<file path="config.mk">
export PLATFORM = sky130hd
export DESIGN_NAME = fetch_unit
export DESIGN_NICKNAME = d
export VERILOG_FILES = /design/src/rtl/fetch_unit.sv
export SDC_FILE = /design/constraint.sdc
export NUM_CORES = 1
export LEC_CHECK = 0
export ABC_AREA = 0
export BUFFER_PORTS_ARGS = -buffer_cell sky130_fd_sc_hd__buf_2
export CORE_ASPECT_RATIO = 1.2
export CORE_MARGIN = 5
export CORE_UTILIZATION = 50
export CTS_CLUSTER_DIAMETER = 80
export DETAILED_ROUTE_END_ITERATION = 10
export PLACE_DENSITY = 0.73
export SLEW_MARGIN = 20
export SYNTH_ARGS = -nofsm -noshare
export SYNTH_HDL_FRONTEND = slang
export SYNTH_SLANG_ARGS = --single-unit
</file>
<file path="constraint.sdc">
create_clock -name clk -period 5.38 [get_ports clk]
set_clock_uncertainty 0.15 [all_clocks]
set_input_delay 0.269 -clock clk [delete_from_list [all_inputs] [get_ports clk]]
set_output_delay 0.269 -clock clk [all_outputs]
set_load 0.02 [all_outputs]
</file>
<file path="src/rtl/fetch_unit.sv">
// Instruction fetch front end: issues word-aligned fetches under a two-slot credit
// limit, buffers returned words in a 2-entry queue for decode, and squashes on redirect.
module fetch_unit #(
  parameter logic [31:0] RESET_PC = 32'h0000_0000
) (
  input  logic        clk,
  input  logic        rst,
  output logic        imem_req_valid,
  input  logic        imem_req_ready,
  output logic [31:0] imem_req_addr,
  input  logic        imem_rsp_valid,
  input  logic [31:0] imem_rsp_data,
  input  logic        redirect_valid,
  input  logic [31:0] redirect_pc,
  output logic        instruction_valid,
  input  logic        instruction_ready,
  output logic [31:0] instruction,
  output logic [31:0] instruction_pc
);

  logic [31:0] pc;
  logic [1:0]  outstanding;
  logic [1:0]  drop_cnt;
  logic [1:0]  fifo_count;
  logic        fifo_wr_ptr;
  logic        fifo_rd_ptr;
  logic [31:0] fifo_word [2];
  logic [31:0] fifo_pc [2];
  logic        inflight_wr_ptr;
  logic        inflight_rd_ptr;
  logic [31:0] inflight_pc [2];

  logic [2:0]  credit_used;
  logic        req_accept;
  logic        rsp_fire;
  logic        rsp_drop;
  logic        fifo_push;
  logic        fifo_pop;
  logic [1:0]  outstanding_nxt;
  logic [1:0]  drop_nxt;
  logic [1:0]  fifo_count_nxt;
  logic [1:0]  redirect_lsb_unused;

  assign redirect_lsb_unused = redirect_pc[1:0];

  // Every slot, whether in flight or buffered, holds one credit of the two.
  assign credit_used       = {1'b0, outstanding} + {1'b0, fifo_count};
  assign imem_req_valid    = !rst && !redirect_valid && (credit_used < 3'd2);
  assign imem_req_addr     = pc;
  assign req_accept        = imem_req_valid && imem_req_ready;
  assign rsp_fire          = imem_rsp_valid && (outstanding != 2'd0);
  assign rsp_drop          = rsp_fire && (drop_cnt != 2'd0);
  assign fifo_push         = rsp_fire && !rsp_drop && !redirect_valid;
  assign instruction_valid = !rst && (fifo_count != 2'd0);
  assign fifo_pop          = instruction_valid && instruction_ready;
  assign instruction       = fifo_word[fifo_rd_ptr];
  assign instruction_pc    = fifo_pc[fifo_rd_ptr];

  always_comb begin
    outstanding_nxt = outstanding;
    if (req_accept && !rsp_fire) begin
      outstanding_nxt = outstanding + 2'd1;
    end else if (!req_accept && rsp_fire) begin
      outstanding_nxt = outstanding - 2'd1;
    end

    // Whatever is still in flight after this cycle belongs to the old path.
    drop_nxt = drop_cnt;
    if (redirect_valid) begin
      drop_nxt = outstanding_nxt;
    end else if (rsp_drop) begin
      drop_nxt = drop_cnt - 2'd1;
    end

    fifo_count_nxt = fifo_count;
    if (redirect_valid) begin
      fifo_count_nxt = 2'd0;
    end else if (fifo_push && !fifo_pop) begin
      fifo_count_nxt = fifo_count + 2'd1;
    end else if (!fifo_push && fifo_pop) begin
      fifo_count_nxt = fifo_count - 2'd1;
    end
  end

  always_ff @(posedge clk) begin
    if (rst) begin
      pc              <= {RESET_PC[31:2], 2'b00};
      outstanding     <= 2'd0;
      drop_cnt        <= 2'd0;
      fifo_count      <= 2'd0;
      fifo_wr_ptr     <= 1'b0;
      fifo_rd_ptr     <= 1'b0;
      inflight_wr_ptr <= 1'b0;
      inflight_rd_ptr <= 1'b0;
    end else begin
      outstanding <= outstanding_nxt;
      drop_cnt    <= drop_nxt;
      fifo_count  <= fifo_count_nxt;

      if (redirect_valid) begin
        pc <= {redirect_pc[31:2], 2'b00};
      end else if (req_accept) begin
        pc <= pc + 32'd4;
      end

      if (req_accept) begin
        inflight_wr_ptr <= ~inflight_wr_ptr;
      end
      if (rsp_fire) begin
        inflight_rd_ptr <= ~inflight_rd_ptr;
      end

      if (redirect_valid) begin
        fifo_wr_ptr <= 1'b0;
        fifo_rd_ptr <= 1'b0;
      end else begin
        if (fifo_push) begin
          fifo_wr_ptr <= ~fifo_wr_ptr;
        end
        if (fifo_pop) begin
          fifo_rd_ptr <= ~fifo_rd_ptr;
        end
      end
    end
  end

  // Payload storage carries no reset; the counters above qualify it.
  always_ff @(posedge clk) begin
    if (req_accept) begin
      inflight_pc[inflight_wr_ptr] <= pc;
    end
    if (fifo_push) begin
      fifo_word[fifo_wr_ptr] <= imem_rsp_data;
      fifo_pc[fifo_wr_ptr]   <= inflight_pc[inflight_rd_ptr];
    end
  end

endmodule
</file>
==> results.json, run 1 <==
{
  "async_flop_share_pct": 0,
  "syn_avg_cell_area_sq_um": 15.8,
  "max_freq_mhz": 285,
  "viasPerCell": 5.26,
  "required_ns": 5.40,
  "p_seq_share_pct": 50.1,
  "crit_start": "fifo_count[0]",
  "cts.sinks": 226,
  "drt_pass1_iterations": 5,
  "max_stage_delay_ns": 0.68,
  "num_vias": 5433,
  "rows": 53,
  "synth.area.top_cells": "edfxtp_1, mux2_2, dfxtp_1, xnor2_1, nor2_1",
  "holdCritStartpoint": "redirect_valid",
  "slew_headroom_pct": 43.5,
  "drt-initial-drc-count": 332,
  "ys.flop_type": "edfxtp_1",
  "outcome": "completed",
  "cts.path.max_buffers": 3,
  "ys_seq_area_share_pct": 71.1,
  "cp-end-kind": "flop",
  "critPathSlowestCell": "nor3b_2",
  "synth.distinct_cells": 50,
  "cts_tree": "built",
  "synth-edff-count": 184,
  "cts_buffers": 22,
  "synth_fa_ha_area_share_pct": 0.782,
  "drtAntennaViolNets": 0,
  "synth-seq-cells": 226,
  "hold_viol": 0,
  "drt_wl_total_microns": 18500,
  "n_fill_cell": 1276,
  "worst_ep_arrival_time_ns": 3.53,
  "post-route-period-util_pct": 65.3,
  "boundaryPins": 168,
  "synthSimpleGateAreaFrac_pct": 7.07,
  "post-dp-hpwl_microns": 12000,
  "yosys.area.top_type": "edfxtp_1",
  "worst_pin_slew_ns": 0.848,
  "worstSkewPairLatency_ns": 0.49,
  "cts_root_buf": "clkbuf_16",
  "grt_max_degree": 63,
  "dp.cells": 929,
  "rsz0062_at_grt": "no",
  "syn_inst": 568,
  "power-per-cell-area_mw_per_mm2": 367,
  "timing.rr.start": "fifo_count[0]",
  "cp_cell_sequence": "and2_1 -> fa_1 -> nor3b_2 -> nand2_1 -> nor2_2 -> buf_4",
  "grt_pass1_wl_microns": 29500,
  "die_y_microns": 157,
  "io_buffer_count": 161,
  "fp.dieW_microns": 132,
  "area_growth_syn_to_layout_pct": 26.0,
  "synth_mux_area_share_pct": 11.9,
  "grt.total_usage_pct": 17.6,
  "synth_most_common_cell": "edfxtp_1",
  "synth_top_family_by_area": "multiplexers",
  "synthXorXnorAreaFrac_pct": 3.03,
  "swShare_pct": 23.3,
  "clkSlewWorstSetupHoldPaths_ns": 0.06,
  "syn_area_sq_mm": 0.00895,
  "synth_compound_gate_area_share_pct": 3.60,
  "netlist.area_leader.share_pct": 61.7,
  "worstHoldPathType": "in -> reg",
  "grt-ovfl-total": 0,
  "wire_per_inst_microns": 18.0,
  "antenna_found_initial": 0,
  "ys_warn_count": 0,
  "final.setup.tns_ns": 0,
  "fin_area_sq_mm": 0.0113,
  "gp_congestion": 0.792,
  "first_global_vias": 5661,
  "power_switching_mw": 0.967,
  "leakage_nw": 4.09,
  "cp-start-kind": "flop",
  "critical_path_class": "reg -> reg",
  "synth_common_cells": "edfxtp_1, mux2_2, dfxtp_1, nor2_1, nand2_1",
  "cp_max_fo": 20,
  "maxCapViolCount": 0,
  "cell_internal_pwr_mw": 3.17,
  "core_sq_mm": 0.0176,
  "final_core_util_pct": 64.2,
  "drv_slew": 0,
  "place_area_sq_mm": 0.00993,
  "p_clk_share_pct": 36.6,
  "irDropWorstVdd_mv": 0.198,
  "layout.cells.non_filler": 1032,
  "min_period_ns": 3.51,
  "initial_core_util_pct": 51.0,
  "drc": 0,
  "antenna_cells": 0,
  "fin_nets": 871,
  "power_frac_comb_pct": 13.3,
  "drive_gt1_share_pct": 37.9,
  "dieArea_sq_mm": 0.0207,
  "htreeDepth": 1,
  "finalSetupViolations": 0,
  "postCtsResizedCells": 0
}
-- flip-flops by register name, indices dropped and copies added (netlist names), 2 cells and up, named ones only --
signal	cells
imem_req_addr	30
fifo_count	2
fifo_pc	60
inflight_pc	60
drop_cnt	2
fifo_word	64
outstanding	2
-- through the flow --
stage	power, mW	worst slack (ns)	hold WS (ns)
after CTS	4.18	1.84	0.0166
after global placement	2.61	1.90	0.308
after floorplan	2.47	0.638	0.218
after detailed placement	2.63	1.83	0.310
after global routing	4.31	1.62	0.0430
final	4.14	1.87	0.0388
-- cell usage in the layout (no fill, tap or decap), types with 6 or more instances in the layout --
| master | netlist | layout |
|---|---|---|
| xnor2_1 | 20 | 20 |
| nand2_1 | 27 | 27 |
| a211oi_1 | 14 | 14 |
| nor3_1 | 7 | 7 |
| nand3_1 | 12 | 12 |
| buf_2 | 3 | 161 |
| clkinv_2 | 0 | 6 |
| mux2_2 | 92 | 92 |
| buf_4 | 4 | 8 |
| nor2_1 | 39 | 38 |
| inv_1 | 8 | 8 |
| o21ai_0 | 9 | 9 |
| dfxtp_1 | 42 | 41 |
| nand4_1 | 7 | 7 |
| clkbuf_16 | 0 | 23 |
| xor2_1 | 11 | 11 |
| dlygate4sd3_1 | 0 | 63 |
| clkbuf_1 | 17 | 6 |
| a21oi_1 | 11 | 11 |
| edfxtp_1 | 184 | 184 |
-- per-layer routing --
metal | wire (microns) | part of all wire [%] | GRT usage (%) | vias up
met5 | 0 | 0 | 0 | -
met4 | 504 | 2.7 | 6.91 | 0
met3 | 910 | 4.9 | 2.80 | 30
met2 | 9890 | 53 | 32.4 | 152
met1 | 7230 | 39 | 20.7 | 2662
li1 | - | - | - | 2589
-- power groups by stage --
stage                     combinational, mW  sequential (mW)  clock, mW
after global placement                0.505             2.11          0
after floorplan                       0.348             2.12          0
after global routing                  0.603             2.09       1.62
after CTS                             0.559             2.08       1.55
final                                 0.552             2.08       1.51
after detailed placement              0.520             2.11          0
-- timing repair --
| item | in CTS | in global routing |
|---|---|---|
| buffers inserted | 0 | 0 |
| hold buffers | 63 | 0 |
| hold endpoints to repair | 95 | 0 |
-- worst paths after layout --
check	to	slack (ns)	cells past startpoint
setup / recovery	inflight_pc[0][22]	1.87	6
hold / removal	drop_cnt[1]	0.04	3
setup reg to reg	inflight_pc[0][22]	1.87	6
hold reg to reg	flop	0.36	2
-- worst max-delay path: cells and delay by family (launching register included) --
kind                       cells  cell delay (ns)
and+or+nand+nor                4             1.76
adders and majority gates      1             0.46
DFF                            1             0.41
buffers and inverters          1             0.40
-- cells by family (layout without fill, tap and decap cells) --
logic type	Yosys count	count (layout)
buffers and inverters	40	281
AO/OA/AOI/OAI	48	48
multiplexers	95	95
other	1	4
adder cells (fa/ha/maj)	5	5
AND/OR/NAND/NOR	122	122
XOR/XNOR	31	31
flip-flops	226	226
-- area by class of cell --
type / instances / area, sq um / share of cell area [%]
inverter: 9 / 33.8 / 0.299
tap: 220 / 275 / 2.44
clock inverter: 9 / 97.6 / 0.865
sequential: 226 / 6370 / 56.4
multi-input combinational: 305 / 2390 / 21.2
timing repair buffer: 232 / 1500 / 13.3
clock buffer: 31 / 626 / 5.54
No activity file was read; power rests on OpenSTA's default activity.
==> run 2, diff against run 1 <==
- PLACE_DENSITY: 0.73 -> 0.76
- clock period: 5.38 -> 3.2 ns (I/O delays scaled with it)
==> run 2 against run 1 <==
Net effect: clock power increased by 58%; sequential power increased by 69%; critical endpoint is now imem_req_addr[3]; combinational power increased by 73%; fmax increased by 19%; core utilization increased by 0.69 points; cell area increased by 1.1%; critical path depth increased by 3; sequential cell count unchanged; hold slack improved by 0.032 ns; non-clock buffer count increased by 13; die area unchanged.
==> results.json, run 2 (synthesis gave the netlist of run 1 again) <==
{
  "worstSkewPairLatency_ns": 0.49,
  "rows": 53,
  "clkSlewWorstSetupHoldPaths_ns": 0.06,
  "final.setup.tns_ns": 0,
  "cts_root_buf": "clkbuf_16",
  "leakage_nw": 4.11,
  "critical_path_class": "reg -> reg",
  "area_growth_syn_to_layout_pct": 27.4,
  "fin_nets": 884,
  "cp-end-kind": "flop",
  "timing.rr.start": "fifo_count[0]",
  "critPathSlowestCell": "dlygate4sd3_1",
  "grt.total_usage_pct": 18.0,
  "finalSetupViolations": 0,
  "maxCapViolCount": 0,
  "reg2reg_depth": 9,
  "final_common_cell": "edfxtp_1",
  "irDropWorstVdd_mv": 0.368,
  "power_mw": 6.85,
  "boundaryPins": 168,
  "cp_top_family": "buffers and inverters",
  "wl_met1_microns": 7400,
  "die_y_microns": 157,
  "worst_ep_arrival_time_ns": 3.14,
  "path_depth": 9,
  "drt_wl_total_microns": 18900,
  "crit_top_cell": "nor2_1",
  "slew_headroom_pct": 50.8,
  "cts_setup_buffers": 0,
  "grt_pass1_wl_microns": 30300,
  "drt-initial-drc-count": 257,
  "cp_cell_sequence": "and2_1 -> fa_1 -> nor3b_2 -> buf_4 -> mux2i_1 -> nor2_1 -> a21oi_1 -> dlygate4sd3_1 -> nor2_1",
  "max_stage_delay_ns": 0.56,
  "max_freq_mhz": 340,
  "grt_max_degree": 63,
  "required_ns": 3.40,
  "r2r-end": "imem_req_addr[3]",
  "cts_tree": "built",
  "initial_core_util_pct": 51.0,
  "antenna_cells": 0,
  "post-dp-hpwl_microns": 12000,
  "holdCritStartpoint": "rst",
  "min_period_ns": 2.94,
  "drive_gt1_share_pct": 37.0,
  "drv_slew": 0,
  "worstHoldPathType": "in -> reg",
  "dieArea_sq_mm": 0.0207,
  "gp_congestion": 0.803,
  "fp.dieW_microns": 132,
  "antenna_found_initial": 0,
  "n_fill_cell": 1251,
  "cts_buffers": 22,
  "cp-start-kind": "flop",
  "hold_viol": 0,
  "highest_layer": "met4",
  "postCtsResizedCells": 0,
  "seqCellArea_sq_mm": 0.00637,
  "drtAntennaViolNets": 0,
  "cp_max_fo": 7,
  "cts.path.max_buffers": 3,
  "routed-wl-met2_microns": 9880,
  "outcome": "completed",
  "post-route-period-util_pct": 91.9,
  "rsz0062_at_grt": "no",
  "top_regs": "fifo_word (64), fifo_pc (60), inflight_pc (60)",
  "drt_pass1_iterations": 4,
  "multiInputGateArea_sq_mm": 0.00239,
  "cp_num_buf_inv": 2,
  "power-per-cell-area_mw_per_mm2": 601,
  "min_delay_path_depth": 2,
  "first_global_vias": 5948,
  "worst_pin_slew_ns": 0.739,
  "wl_met3_microns": 931,
  "io_buffer_count": 161,
  "regToRegSetupSlack_ns": 0.26,
  "num_vias": 5495,
  "final_cell_mix": "edfxtp_1, buf_2, mux2_2",
  "htreeDepth": 1,
  "wire_per_inst_microns": 18.1,
  "whs_endpoint": "imem_req_addr[5]",
  "grt-ovfl-total": 0,
  "regMostFlops": "fifo_word",
  "viasPerCell": 5.26,
  "drc": 0,
  "largest_reg_flops": 64,
  "cts.sinks": 226,
  "core_sq_mm": 0.0176
}
[run 2: timing repair]
| action | CTS | global route |
|---|---|---|
| hold buffers | 73 | 0 |
| endpoints found under the hold margin | 98 | 0 |
| setup endpoints to repair | 0 | 0 |
[run 2: power by group]
part           internal [mW]  leakage [nW]  switching [mW]
clock                   1.40         0.327           0.990
sequential              3.40          2.02           0.109
combinational          0.430          1.77           0.524
[run 2: metal layers]
layer,global-route usage (%),vias up
met1,21.2,2649
met5,0,-
met2,32.6,185
met3,2.99,48
li1,-,2613
met4,7.79,0
[run 2: cell type report]
| cell class | instances | share of cell area, % |
|---|---|---|
| flip-flops and latches | 226 | 55.8 |
| multi-input cells | 305 | 20.9 |
| repair buffers | 245 | 14.6 |
| clock buffers | 37 | 5.77 |
| well taps | 220 | 2.41 |
| inverters | 9 | 0.296 |
| clock inverters | 3 | 0.121 |
[run 2: worst max path at each step]
stage                        from            endpoint  slack [ns]
floorplan           fifo_count[0]  inflight_pc[0][10]        0.27
global placement    fifo_count[0]   imem_req_addr[25]        0.60
detailed placement  fifo_count[0]   imem_req_addr[23]        0.47
CTS                 fifo_count[0]    imem_req_addr[3]        0.27
global route        fifo_count[0]    imem_req_addr[3]        0.10
finish              fifo_count[0]    imem_req_addr[3]        0.26
[run 2: through the flow]
step           util (%)  hold slack, ns  instance area, sq um  instances  worst slack, ns
6_report           64.9          0.0703                 11400       1045            0.259
5_1_grt            64.9          0.0826                 11400       1045            0.104
4_1_cts            64.9          0.0401                 11400       1045            0.269
3_5_place_dp       56.9           0.203                 10000        932            0.473
3_3_place_gp       56.9           0.199                 10000        932            0.601
2_1_floorplan         -           0.109                  8980        571            0.270
==> run 3, diff against run 2 <==
- PLACE_DENSITY: 0.76 -> 0.73
- clock period: 3.2 -> 2.95 ns (I/O delays scaled with it)
==> run 3 against run 2 <==
Net effect: worst setup slack gained 0.029 ns; hold slack lost 0.030 ns; register-to-register slack gained 0.03 ns; first-iteration DRC count grew 3.5%; combinational power grew 9%; sequential share of layout area shrank 1.1 points; via count grew 0.93%; global-route usage shrank 0.097 points; cell count grew 0.48%; non-clock buffer count grew 3; critical endpoint unchanged; highest routed layer unchanged.
==> results.json, run 3 (synthesis gave the netlist of run 1 again) <==
{
  "outcome": "completed",
  "r2r-end": "imem_req_addr[3]",
  "hold_viol": 0,
  "dp.cells": 935,
  "final_common_cell": "edfxtp_1",
  "endpoint": "imem_req_addr[3]",
  "grt_max_degree": 63,
  "cp-end-kind": "flop",
  "drc": 0,
  "reg2reg_depth": 9,
  "io_buffer_count": 161,
  "holdCritStartpoint": "rst",
  "cts_tree": "built",
  "drtAntennaViolNets": 0,
  "wl_met3_microns": 950,
  "cts_buffers": 23,
  "num_vias": 5546,
  "maxCapViolCount": 0,
  "critical_path_class": "reg -> reg",
  "drt_wl_total_microns": 18700,
  "cp_max_fo": 4,
  "dieArea_sq_mm": 0.0207,
  "fin_nets": 888,
  "required_ns": 3.16,
  "htreeDepth": 1,
  "setup_slack_ns": 0.287,
  "holdBufCountCts": 73,
  "largest_reg_flops": 64,
  "wl_met1_microns": 7040,
  "cp-start-kind": "flop",
  "antenna_cells": 0,
  "max_stage_delay_ns": 0.56,
  "worst_pin_slew_ns": 0.732,
  "rows": 53,
  "power-per-cell-area_mw_per_mm2": 691,
  "drt-initial-drc-count": 266,
  "initial_core_util_pct": 51.0,
  "regToRegSetupSlack_ns": 0.29,
  "worst_ep_arrival_time_ns": 2.87,
  "crit_start": "fifo_count[0]",
  "boundaryPins": 168,
  "worstHoldPathType": "in -> reg",
  "cts.sinks": 226,
  "antenna_found_initial": 0,
  "regMostFlops": "fifo_word",
  "p_seq_share_pct": 47.1,
  "leakage_nw": 4.23,
  "viasPerCell": 5.28,
  "post-dp-hpwl_microns": 11800,
  "area_growth_syn_to_layout_pct": 29.8,
  "finalSetupViolations": 0,
  "drt_pass1_iterations": 4,
  "first_global_vias": 5933,
  "irDropWorstVdd_mv": 0.397,
  "swShare_pct": 22.8,
  "max_freq_mhz": 376,
  "drv_slew": 0,
  "cp_cell_sequence": "and2_1 -> fa_1 -> nor3b_2 -> buf_4 -> mux2i_1 -> nor2_1 -> a21oi_1 -> dlygate4sd3_1 -> nor2_1",
  "power_switching_mw": 1.83,
  "die_y_microns": 157,
  "grt_pass1_wl_microns": 30300,
  "slew_headroom_pct": 51.2,
  "gp_congestion": 0.790,
  "power_frac_comb_pct": 13.0,
  "wire_per_inst_microns": 17.8,
  "layout.cells.non_filler": 1050,
  "cts_root_buf": "clkbuf_16",
  "cts.path.max_buffers": 3,
  "post-route-period-util_pct": 90.3,
  "min_period_ns": 2.66,
  "critPathSlowestCell": "dlygate4sd3_1",
  "fp.dieW_microns": 132,
  "worstSkewPairLatency_ns": 0.50,
  "drive_gt1_share_pct": 38.4,
  "postCtsResizedCells": 0,
  "timing.rr.start": "fifo_count[0]",
  "core_sq_mm": 0.0176,
  "rsz0062_at_grt": "no",
  "cts_setup_buffers": 0,
  "routed-wl-met2_microns": 10200,
  "cell_internal_pwr_mw": 6.20,
  "highest_layer": "met4",
  "grt.total_usage_pct": 17.9,
  "final.setup.tns_ns": 0,
  "dpl_worst_slack_ns": 0.295,
  "grt-ovfl-total": 0,
  "p_clk_share_pct": 39.9,
  "clkSlewWorstSetupHoldPaths_ns": 0.06,
  "crit_top_cell": "nor2_1",
  "top_regs": "fifo_word (64), fifo_pc (60), inflight_pc (60)",
  "final_cell_mix": "edfxtp_1, buf_2, mux2_2"
}
## run 3: changes by cell type in the layout (fill, tap and decap cells not counted), sizes merged
| cell | before | now |
|---|---|---|
| clkbuf | 37 | 27 |
| inv | 8 | 11 |
| bufinv | 0 | 6 |
| clkinvlp | 0 | 1 |
| clkinv | 4 | 6 |
| buf | 172 | 175 |
## run 3: how the worst min path moves through the flow
stage                             endpoint  slack, ns  cells after the start
final                       outstanding[0]       0.04                      2
after global routing      imem_req_addr[5]       0.06                      2
after CTS                             flop       0.02                      2
after detailed placement  fifo_word[0][10]       0.19                      1
after global placement    fifo_word[0][10]       0.19                      1
after floorplan            fifo_word[0][0]        0.1                      0
## run 3: per-stage QoR
stage	utilization, %	hold slack (ns)	cell area, sq um	total power, mW
after global placement	57.1	0.186	10000	4.77
after CTS	66.2	0.0221	11600	8.11
after floorplan	-	0.0964	8980	4.50
after global routing	66.2	0.0569	11600	8.35
final	66.2	0.0399	11600	8.03
after detailed placement	57.1	0.189	10000	4.82
## run 3: power by group through the flow
| stage | combinational (mW) | clock, mW | sequential (mW) |
|---|---|---|---|
| after floorplan | 0.637 | 0 | 3.86 |
| after global placement | 0.933 | 0 | 3.84 |
| after detailed placement | 0.963 | 0 | 3.85 |
| after CTS | 1.05 | 3.28 | 3.79 |
| after global routing | 1.14 | 3.41 | 3.80 |
| final | 1.04 | 3.21 | 3.78 |
## run 3: critical path: cells and delay by family (launching register included)
| kind | cells | cell delay [ns] |
|---|---|---|
| AO/OA/AOI/OAI | 1 | 0.12 |
| adder cells (fa/ha/maj) | 1 | 0.46 |
| buffers and inverters | 2 | 0.72 |
| flip-flops | 1 | 0.40 |
| multiplexers | 1 | 0.18 |
| AND/OR/NAND/NOR | 4 | 0.50 |
## run 3: routing by layer
metal | vias up | GRT usage (%)
met5 | - | 0
met4 | 0 | 5.93
met3 | 33 | 2.70
met2 | 184 | 34.1
met1 | 2710 | 20.6
li1 | 2619 | -
## run 3: cell type report
type	instances	area (sq um)
Clock buffer	27	621
Clock inverter	15	236
Fill cell	1214	5950
Inverter	9	33.8
Multi-Input combinational cell	305	2390
Sequential cell	226	6370
Tap cell	220	275
Timing Repair Buffer	248	1700
